$ cat src/rtl/uart_tx_ctrl_pkg.sv
// ---------------------------------------------------------------------------
// uart_tx_ctrl_pkg
//   Shared definitions for the UART transmit path:
//     - tx_state_e : 3-bit FSM state encoding (IDLE, START, DATA, PARITY, STOP)
//     - line-level constants (start bit, stop bit, idle level)
//     - parity-type constants (even / odd)
//     - calc_parity: folds the parity type into an XOR-reduced data word
// ---------------------------------------------------------------------------
package uart_tx_ctrl_pkg;

    typedef enum logic [2:0] {
        ST_IDLE   = 3'd0,
        ST_START  = 3'd1,
        ST_DATA   = 3'd2,
        ST_PARITY = 3'd3,
        ST_STOP   = 3'd4
    } tx_state_e;

    localparam logic START_BIT  = 1'b0;
    localparam logic STOP_BIT   = 1'b1;
    localparam logic IDLE_LEVEL = 1'b1;

    localparam logic PAR_EVEN = 1'b0;
    localparam logic PAR_ODD  = 1'b1;

    // data_xor is the XOR-reduction of the word; even parity sends it as-is,
    // odd parity sends its inverse.
    function automatic logic calc_parity(input logic data_xor, input logic par_typ);
        logic r_bit;
        case (par_typ)
            PAR_EVEN: r_bit = data_xor;
            PAR_ODD:  r_bit = ~data_xor;
            default:  r_bit = data_xor;
        endcase
        return r_bit;
    endfunction

endpackage

$ cat src/rtl/uart_tx_serializer.sv
// ---------------------------------------------------------------------------
// uart_tx_serializer
//   Data-word shift register plus bit-index counter for the UART TX path.
//   Ports:
//     CLK      in   bit clock (rising edge)
//     RST      in   asynchronous, active-low reset
//     i_load   in   latch i_data and clear the bit index
//     i_shift  in   advance to the next data bit (ignored at the last bit)
//     i_data   in   parallel word (DATA_WIDTH)
//     o_bit0   out  bit currently at the LSB of the shift register
//     o_bit1   out  bit that becomes the LSB after the next shift
//     o_last   out  bit index is at DATA_WIDTH-1
// ---------------------------------------------------------------------------
module uart_tx_serializer #(
    parameter int DATA_WIDTH = 8
) (
    input  logic                  CLK,
    input  logic                  RST,
    input  logic                  i_load,
    input  logic                  i_shift,
    input  logic [DATA_WIDTH-1:0] i_data,
    output logic                  o_bit0,
    output logic                  o_bit1,
    output logic                  o_last
);

    localparam int CW = $clog2(DATA_WIDTH);
    localparam logic [CW-1:0] LAST_IDX = CW'(DATA_WIDTH - 1);

    logic [DATA_WIDTH-1:0] r_shift;
    logic [CW-1:0]         r_cnt;
    logic                  w_last;

    assign w_last = (r_cnt == LAST_IDX);

    // The counter saturates at the last index, so it never wraps.
    always_ff @(posedge CLK or negedge RST) begin
        if (!RST) begin
            r_shift <= '0;
            r_cnt   <= '0;
        end else if (i_load) begin
            r_shift <= i_data;
            r_cnt   <= '0;
        end else if (i_shift && !w_last) begin
            r_shift <= {1'b0, r_shift[DATA_WIDTH-1:1]};
            r_cnt   <= r_cnt + 1'b1;
        end
    end

    assign o_bit0 = r_shift[0];
    assign o_bit1 = r_shift[1];
    assign o_last = w_last;

endmodule

$ cat src/rtl/uart_tx_ctrl.sv
// ---------------------------------------------------------------------------
// uart_tx_ctrl
//   UART transmit controller: latches a word and its frame configuration,
//   then sends start bit, data LSB-first, optional parity bit, stop bit,
//   one bit per CLK cycle. Back-to-back frames are accepted in STOP.
//   Ports:
//     CLK         in   TX bit clock
//     RST         in   asynchronous, active-low reset
//     P_DATA      in   parallel word (DATA_WIDTH), sampled at accept
//     Data_Valid  in   request strobe, honoured in IDLE and STOP only
//     PAR_EN      in   1 = insert parity bit (sampled at accept)
//     PAR_TYP     in   1 = odd, 0 = even parity (sampled at accept)
//     TX_OUT      out  registered serial line, idles high
//     Busy        out  registered, high while a frame is on the line
// ---------------------------------------------------------------------------
module uart_tx_ctrl
    import uart_tx_ctrl_pkg::*;
#(
    parameter int DATA_WIDTH = 8
) (
    input  logic                  CLK,
    input  logic                  RST,
    input  logic [DATA_WIDTH-1:0] P_DATA,
    input  logic                  Data_Valid,
    input  logic                  PAR_EN,
    input  logic                  PAR_TYP,
    output logic                  TX_OUT,
    output logic                  Busy
);

    tx_state_e r_state;
    tx_state_e w_next_state;

    logic r_tx;
    logic r_busy;
    logic r_par_en;
    logic r_parity;

    logic w_accept;
    logic w_par_bit;
    logic w_shift;
    logic w_bit0;
    logic w_bit1;
    logic w_last;
    logic w_tx_next;
    logic w_busy_next;

    assign w_accept  = Data_Valid && ((r_state == ST_IDLE) || (r_state == ST_STOP));
    assign w_par_bit = calc_parity(^P_DATA, PAR_TYP);
    assign w_shift   = (r_state == ST_DATA);

    uart_tx_serializer #(
        .DATA_WIDTH(DATA_WIDTH)
    ) u_serializer (
        .CLK     (CLK),
        .RST     (RST),
        .i_load  (w_accept),
        .i_shift (w_shift),
        .i_data  (P_DATA),
        .o_bit0  (w_bit0),
        .o_bit1  (w_bit1),
        .o_last  (w_last)
    );

    // Frame configuration and parity are captured only at accept.
    always_ff @(posedge CLK or negedge RST) begin
        if (!RST) begin
            r_par_en <= 1'b0;
            r_parity <= 1'b0;
        end else if (w_accept) begin
            r_par_en <= PAR_EN;
            r_parity <= w_par_bit;
        end
    end

    // State register; the outputs are registered alongside it so they
    // change on the same edge as the state.
    always_ff @(posedge CLK or negedge RST) begin
        if (!RST) begin
            r_state <= ST_IDLE;
            r_tx    <= IDLE_LEVEL;
            r_busy  <= 1'b0;
        end else begin
            r_state <= w_next_state;
            r_tx    <= w_tx_next;
            r_busy  <= w_busy_next;
        end
    end

    // Next-state logic.
    always_comb begin
        w_next_state = r_state;
        case (r_state)
            ST_IDLE:   if (Data_Valid) w_next_state = ST_START;
            ST_START:  w_next_state = ST_DATA;
            ST_DATA: begin
                if (w_last) w_next_state = r_par_en ? ST_PARITY : ST_STOP;
            end
            ST_PARITY: w_next_state = ST_STOP;
            ST_STOP:   w_next_state = Data_Valid ? ST_START : ST_IDLE;
            default:   w_next_state = ST_IDLE;
        endcase
    end

    // Output logic: values for the cycle that the next state occupies.
    // Entering DATA from START sends bit 0 (not yet shifted); staying in
    // DATA sends the bit that the concurrent shift brings to the LSB.
    always_comb begin
        w_tx_next   = IDLE_LEVEL;
        w_busy_next = 1'b1;
        case (w_next_state)
            ST_IDLE: begin
                w_tx_next   = IDLE_LEVEL;
                w_busy_next = 1'b0;
            end
            ST_START:  w_tx_next = START_BIT;
            ST_DATA:   w_tx_next = (r_state == ST_START) ? w_bit0 : w_bit1;
            ST_PARITY: w_tx_next = r_parity;
            ST_STOP:   w_tx_next = STOP_BIT;
            default: begin
                w_tx_next   = IDLE_LEVEL;
                w_busy_next = 1'b0;
            end
        endcase
    end

    assign TX_OUT = r_tx;
    assign Busy   = r_busy;

endmodule

$ cat config.mk
export PLATFORM = sky130hd
export DESIGN_NAME = uart_tx_ctrl
export DESIGN_NICKNAME = d
export VERILOG_FILES = /design/src/rtl/uart_tx_ctrl_pkg.sv /design/src/rtl/uart_tx_serializer.sv /design/src/rtl/uart_tx_ctrl.sv
export SDC_FILE = /design/constraint.sdc
export NUM_CORES = 1
export LEC_CHECK = 0
export ABC_CLOCK_PERIOD_IN_PS = 2060
export CAP_MARGIN = 15
export CORE_UTILIZATION = 51
export DETAILED_ROUTE_END_ITERATION = 16
export PLACE_DENSITY = 0.77
export SLEW_MARGIN = 0
export SYNTH_ARGS = -nofsm -noshare
export SYNTH_HDL_FRONTEND = slang
export SYNTH_HIERARCHICAL = 1
export SYNTH_SLANG_ARGS = --single-unit
$ cat constraint.sdc
create_clock -name CLK -period 2.06 [get_ports CLK]
set_input_delay 0.515 -clock CLK [delete_from_list [all_inputs] [get_ports CLK]]
set_output_delay 0.515 -clock CLK [all_outputs]
set_load 0.005 [all_outputs]
==> impl_metrics.csv, run 1 <==
group,metric,value,unit
placement,numPlacedInstances,125,
floorplanning,die_h,44.8,um
critical_path,slowest_delay,0.52,ns
sta,slew_headroom,75.7,%
layout,fin_nets,120,
clock_network,path_clk_slew,0.10,ns
critical_path,cp_slowest_cell,"dfstp_2",
clock_network,cts_buffers,3,
floorplanning,dieWidth,44.8,um
floorplanning,start_util,54.1,%
logic_synthesis,yosys-top-cells-area,"dfrtp_1 (46%), mux2i_1 (11%), nand2_1 (4.8%)",
floorplanning,pin_count,15,
routing,vias,655,
logic_synthesis,synth_edf_count,0,
placement,portBuffers,14,
grt,grt_start_max_net_pins,13,
routing,firstDrtPassIters,6,
critical_path,path_cells,"clkdlybuf4s50_1",
logic_synthesis,syn_area_per_cell,10.7,um^2
layout,layout.cells.non_filler,129,
routing,wire_per_inst,11.2,um
placement,dp_slack,0.133,ns
logic_synthesis,ys_async_sr_fraction,100,%
critical_path,r2r_cells,5,
sta,period_share,87.6,%
logic_synthesis,synth_ff_type,"dfrtp_1",
critical_path,crit_required,1.54,ns
flow_run,cap_viol_max_count,0,
grt,overflow,0,
pwr,peakVddDrop,0.000814,V
sta,setup_violations,0,
grt,track_usage,16.9,%
layout,fin_util,65.2,%
sta,final_hold_viol_count,0,
routing,drt-total-wl,1450,um
logic_synthesis,netlist.area_leader.share,45.6,%
layout,fill_cells,144,
sta,tightest_slew,0.356,ns
placement,hpwl,1140,um
sta,max_clock_freq,0.554,GHz
critical_path,crit_family,"flip-flops",
routing,drt_iter0_drc,11,
critical_path,critPathKind,"register to primary output",
critical_path,critPathMaxFanout,1,
critical_path,startpoint_type,"register",
grt,grt_pass1_wl,2330,um
sta,finalClockSkew,0.00496,ns
logic_synthesis,syn_inst,87,
logic_synthesis,synth_largest_area_cell,"dfrtp_1",
routing,drtAntennaViolNets,0,
clock_network,cts_tree,"done",
logic_synthesis,synth_common_cells,"dfrtp_1 (17), nand2_1 (12), mux2i_1 (10)",
critical_path,crit_buf_inv,1,
clock_network,cts.sink_count,18,
grt,antenna_found_initial,0,
logic_synthesis,synth-seq-cells,18,
routing,viasPerCell,5.08,
clock_network,cts_resized,0,
layout,area_growth,20.6,%
sta,period_needed,1.80,ns
critical_path,cp.depth,1,
logic_synthesis,ys_seq_area_share,48.4,%
logic_synthesis,syn_nets,102,
sta,holdWs,0.463,ns
placement,post_dp_cell_area,0.00109,mm^2
routing,drc,0,
sta,tns,0,ns
critical_path,worstPathArrival,1.29,ns
floorplanning,core,0.00173,mm^2
logic_synthesis,netlist_area,933,um^2
logic_synthesis,yosysUniqueCellTypes,26,
layout,drive_gt1_share,10.6,%
pwr,p_total,1.44,mW
layout,antenna_cells,0,
layout,stdcell_area,0.00113,mm^2
sta,slew_violations,0,
run_status,status,"complete, no violations",
pwr,p_per_area,1280,mW/mm^2
floorplanning,die_area,0.00201,mm^2
sta,rsz0062_at_grt,"false",
clock_network,clockRootBuffer,"clkbuf_4",
layout,multi_input_area,433,um^2
layout,seqCellArea,452,um^2
sta,setup_slack,0.256,ns
logic_synthesis,yosysWarnings,6,
clock_network,h-tree-depth,1,
floorplanning,fp-row-count,15,
pwr,p_leak,0.534,nW
critical_path,critPathCaptureType,"primary output",
logic_synthesis,synth.most_common_cell,"dfrtp_1",
placement,globalplace.congestion,0.750,
clock_network,cts_hold_buffers,0,
clock_network,clock_path_buffers,2,
clock_network,cts_setup_buffers,0,
min_path,min_path_type,"primary input to asynchronous set/reset pin",
grt,grt_pass1_vias,521,
clock_network,insertion_delay,0.29,ns
where the power goes:
group	leakage (nW)	switching, mW	internal, mW
sequential	0.224	0.120	0.523
combinational	0.289	0.279	0.310
clock	0.0210	0.105	0.108
per-layer routing:
| layer | vias up | share of wire, % | track usage (%) |
|---|---|---|---|
| met5 | - | 0 | 0 |
| met4 | 0 | 2.1 | 12.7 |
| met3 | 2 | 2.3 | 2.40 |
| met1 | 311 | 47 | 22.3 |
| li1 | 329 | - | - |
| met2 | 13 | 49 | 25.3 |
cells in the final DEF, fill, tap and decap left out:
cell type and n:
clkbuf_8 1, buf_4 3, o21ai_0 3, nand4b_1 1, o32ai_1 1, nand2b_4 1, nor3b_1 1, clkbuf_4 3
o21bai_1 1, xor2_1 3, o21ai_1 7, ha_1 2, dfstp_2 1, mux2i_1 10, nand2b_1 3, nand2_1 12
dfrtp_1 17, xnor3_1 1, inv_1 3, nor2_1 7, xnor2_1 4, nand3_1 1, a21oi_2 1, a2111oi_0 1
o21ba_2 1, clkdlybuf4s50_1 14, a21oi_1 1
kinds of logic (layout without fill, tap and decap cells):
kind of cell             after synthesis  in the layout  synth area share (%)
flip-flops                            18             18                  48.4
buffers and inverters                  7             24                  5.23
XOR/XNOR                               8              8                  8.98
adder cells (fa/ha/maj)                2              2                  2.68
AND/OR/NAND/NOR                       26             26                  13.4
multiplexers                          10             10                  10.7
AO/OA/AOI/OAI                         16             16                  10.6
sequential cells by signal (all words and copies together) (netlist names):
signal                count
u_serializer/r_shift      8
r_state                   3
u_serializer/r_cnt        3
Busy                      1
TX_OUT                    1
r_par_en                  1
r_parity                  1
cell type report:
cell class / instances / area share, %
multi-input cells: 62 / 38.4
repair buffers: 17 / 14.4
inverters: 3 / 1.00
clock buffers: 4 / 3.22
flip-flops and latches: 18 / 40.1
well taps: 25 / 2.78
path summary, 6_finish.rpt:
check                                       from               endpoint  slack [ns]
min                                          RST  u_serializer/r_cnt[0]        0.46
max                                       TX_OUT                 TX_OUT        0.26
max in group asynchronous                    RST                 TX_OUT        1.06
max reg2reg                u_serializer/r_cnt[0]                 TX_OUT        0.44
min reg2reg                             r_parity               r_parity        0.52
min in group CLK                        r_parity               r_parity        0.52
Power figures use the tool's default switching activity.
==> run 2: changes to the inputs <==
TNS_END_PERCENT = 10   (was default)
==> results of run 2 <==
No change in the layout: final DEF, timing and power equal those of run 1.
==> run 3: changes to the inputs <==
RECOVER_POWER = 25   (was default)
==> run 3 against run 2 <==
Non-clock buffer count unchanged. Core utilization decreased by 0.22 points. Register-to-register slack got worse by 0.04 ns. Sequential power about the same. Combinational power about the same. Hold slack improved by 0.055 ns. Clock skew about the same. Flip-flop and latch count unchanged. Cell count unchanged. Count of clock-buffer cells in the layout unchanged. Critical path type unchanged. Critical endpoint unchanged. Largest cell class unchanged.
==> impl_metrics.csv, run 3 (same netlist as run 1, synthesis figures left out) <==
group,metric,value,unit
critical_path,crit_family,"flip-flops",
routing,wire_per_inst,11.4,um
critical_path,startpoint_type,"register",
floorplanning,fp-row-count,15,
clock_network,insertion_delay,0.29,ns
routing,drc,0,
placement,hpwl,1140,um
routing,firstDrtPassIters,4,
grt,grt_start_max_net_pins,13,
critical_path,path_cells,"clkdlybuf4s50_1",
pwr,p_total,1.45,mW
layout,multi_input_area,433,um^2
critical_path,slowest_delay,0.52,ns
critical_path,crit_required,1.54,ns
critical_path,cp_slowest_cell,"dfstp_2",
clock_network,cts_buffers,3,
sta,setup_violations,0,
sta,period_share,87.6,%
routing,drt_iter0_drc,10,
routing,drt-total-wl,1470,um
sta,max_clock_freq,0.554,GHz
flow_run,cap_viol_max_count,0,
routing,drtAntennaViolNets,0,
layout,seqCellArea,452,um^2
clock_network,cts_tree,"done",
layout,area_growth,20.2,%
pwr,p_comb_share,40.8,%
pwr,pwr-share-seq,44.5,%
pwr,p_leak,0.531,nW
layout,final_cell_mix,"dfrtp_1 (17), clkdlybuf4s50_1 (13), nand2_1 (12), mux2i_1 (10)",
clock_network,cts_resized,0,
sta,rsz0062_at_grt,"false",
clock_network,clockRootBuffer,"clkbuf_4",
sta,slew_headroom,58.9,%
layout,fin_nets,120,
placement,globalplace.congestion,0.750,
sta,final_hold_viol_count,0,
floorplanning,die_h,44.8,um
min_path,min_path_type,"register to register",
floorplanning,start_util,54.1,%
sta,tns,0,ns
grt,grt_pass1_vias,521,
layout,layout_commonest_cell,"dfrtp_1",
layout,layout.cells.non_filler,129,
grt,antenna_found_initial,0,
grt,track_usage,16.9,%
clock_network,clock_path_buffers,2,
clock_network,path_clk_slew,0.10,ns
placement,portBuffers,14,
critical_path,critPathKind,"register to primary output",
floorplanning,pin_count,15,
floorplanning,dieWidth,44.8,um
floorplanning,core,0.00173,mm^2
sta,slew_violations,0,
floorplanning,die_area,0.00201,mm^2
layout,stdcell_area,0.00112,mm^2
pwr,internal_power,0.939,mW
clock_network,cts_setup_buffers,0,
critical_path,critPathCaptureType,"primary output",
sta,tightest_slew,0.616,ns
routing,viasPerCell,5.03,
clock_network,cts_hold_buffers,0,
grt,grt_pass1_wl,2330,um
sta,finalClockSkew,0.00492,ns
placement,post_dp_cell_area,0.00109,mm^2
layout,largest_register_ffs,8,
grt,overflow,0,
critical_path,critPathMaxFanout,1,
pwr,sw_frac_of_total,35.1,%
clock_network,h-tree-depth,1,
critical_path,crit_buf_inv,1,
placement,numPlacedInstances,125,
layout,top_regs,"u_serializer/r_shift (8), r_state (3), u_serializer/r_cnt (3)",
clock_network,cts.sink_count,18,
run_status,status,"complete, no violations",
routing,vias,649,
pwr,switchingPower,0.507,mW
sta,period_needed,1.80,ns
layout,fill_cells,145,
layout,antenna_cells,0,
layout,regMostFlops,"u_serializer/r_shift",
critical_path,worstPathArrival,1.29,ns
layout,drive_gt1_share,9.62,%
pwr,peakVddDrop,0.000816,V
pwr,p_per_area,1290,mW/mm^2
pwr,clkPwrFrac,14.7,%
sta,holdWs,0.518,ns
[run 3: routing by layer]
| metal | vias to the layer above | GRT usage, % | share of wire [%] |
|---|---|---|---|
| li1 | 329 | - | - |
| met1 | 309 | 22.3 | 48 |
| met2 | 11 | 25.3 | 49 |
| met3 | 0 | 2.40 | 2.2 |
| met4 | 0 | 12.7 | 0 |
| met5 | - | 0 | 0 |
[run 3: final timing paths]
kind / from / to / slack (ns) / cells after the start
min in group asynchronous: RST / u_serializer/r_cnt[0] / 0.53 / 1
min reg2reg: r_parity / r_parity / 0.52 / 2
max in group asynchronous: RST / r_par_en / 0.69 / 2
max reg2reg: u_serializer/r_cnt[0] / TX_OUT / 0.40 / 5
max: TX_OUT / TX_OUT / 0.26 / 1
min: r_parity / r_parity / 0.52 / 2
[run 3: power by group through the flow]
stage          sequential, mW  combinational, mW  clock (mW)
6_report                0.644              0.590       0.212
5_1_grt                 0.662              0.666       0.230
4_1_cts                 0.642              0.598       0.217
3_5_place_dp            0.649              0.593           0
3_3_place_gp            0.641              0.582           0
2_1_floorplan           0.601              0.524           0
[run 3: worst register-to-register path, cell delays in order, from the launching register on]
cell and delay [ns]:
dfrtp_1 0.41, ha_1 0.21, ha_1 0.24, a2111oi_0 0.44
o21ba_2 0.21, o32ai_1 0.08
[run 3: layout make-up]
cell class              instances  area share [%]
clock buffers                   4            3.23
inverters                       3            1.00
multi-input cells              62            38.6
flip-flops and latches         18            40.2
well taps                      25            2.79
repair buffers                 17            14.2
[run 3: through the flow]
| stage | setup WS (ns) | utilization, % |
|---|---|---|
| after floorplan | 0.581 | - |
| after global placement | 0.145 | 63.1 |
| after detailed placement | 0.133 | 63.1 |
| after CTS | 0.243 | 65.2 |
| after global routing | 0.219 | 65.0 |
| final | 0.256 | 65.0 |
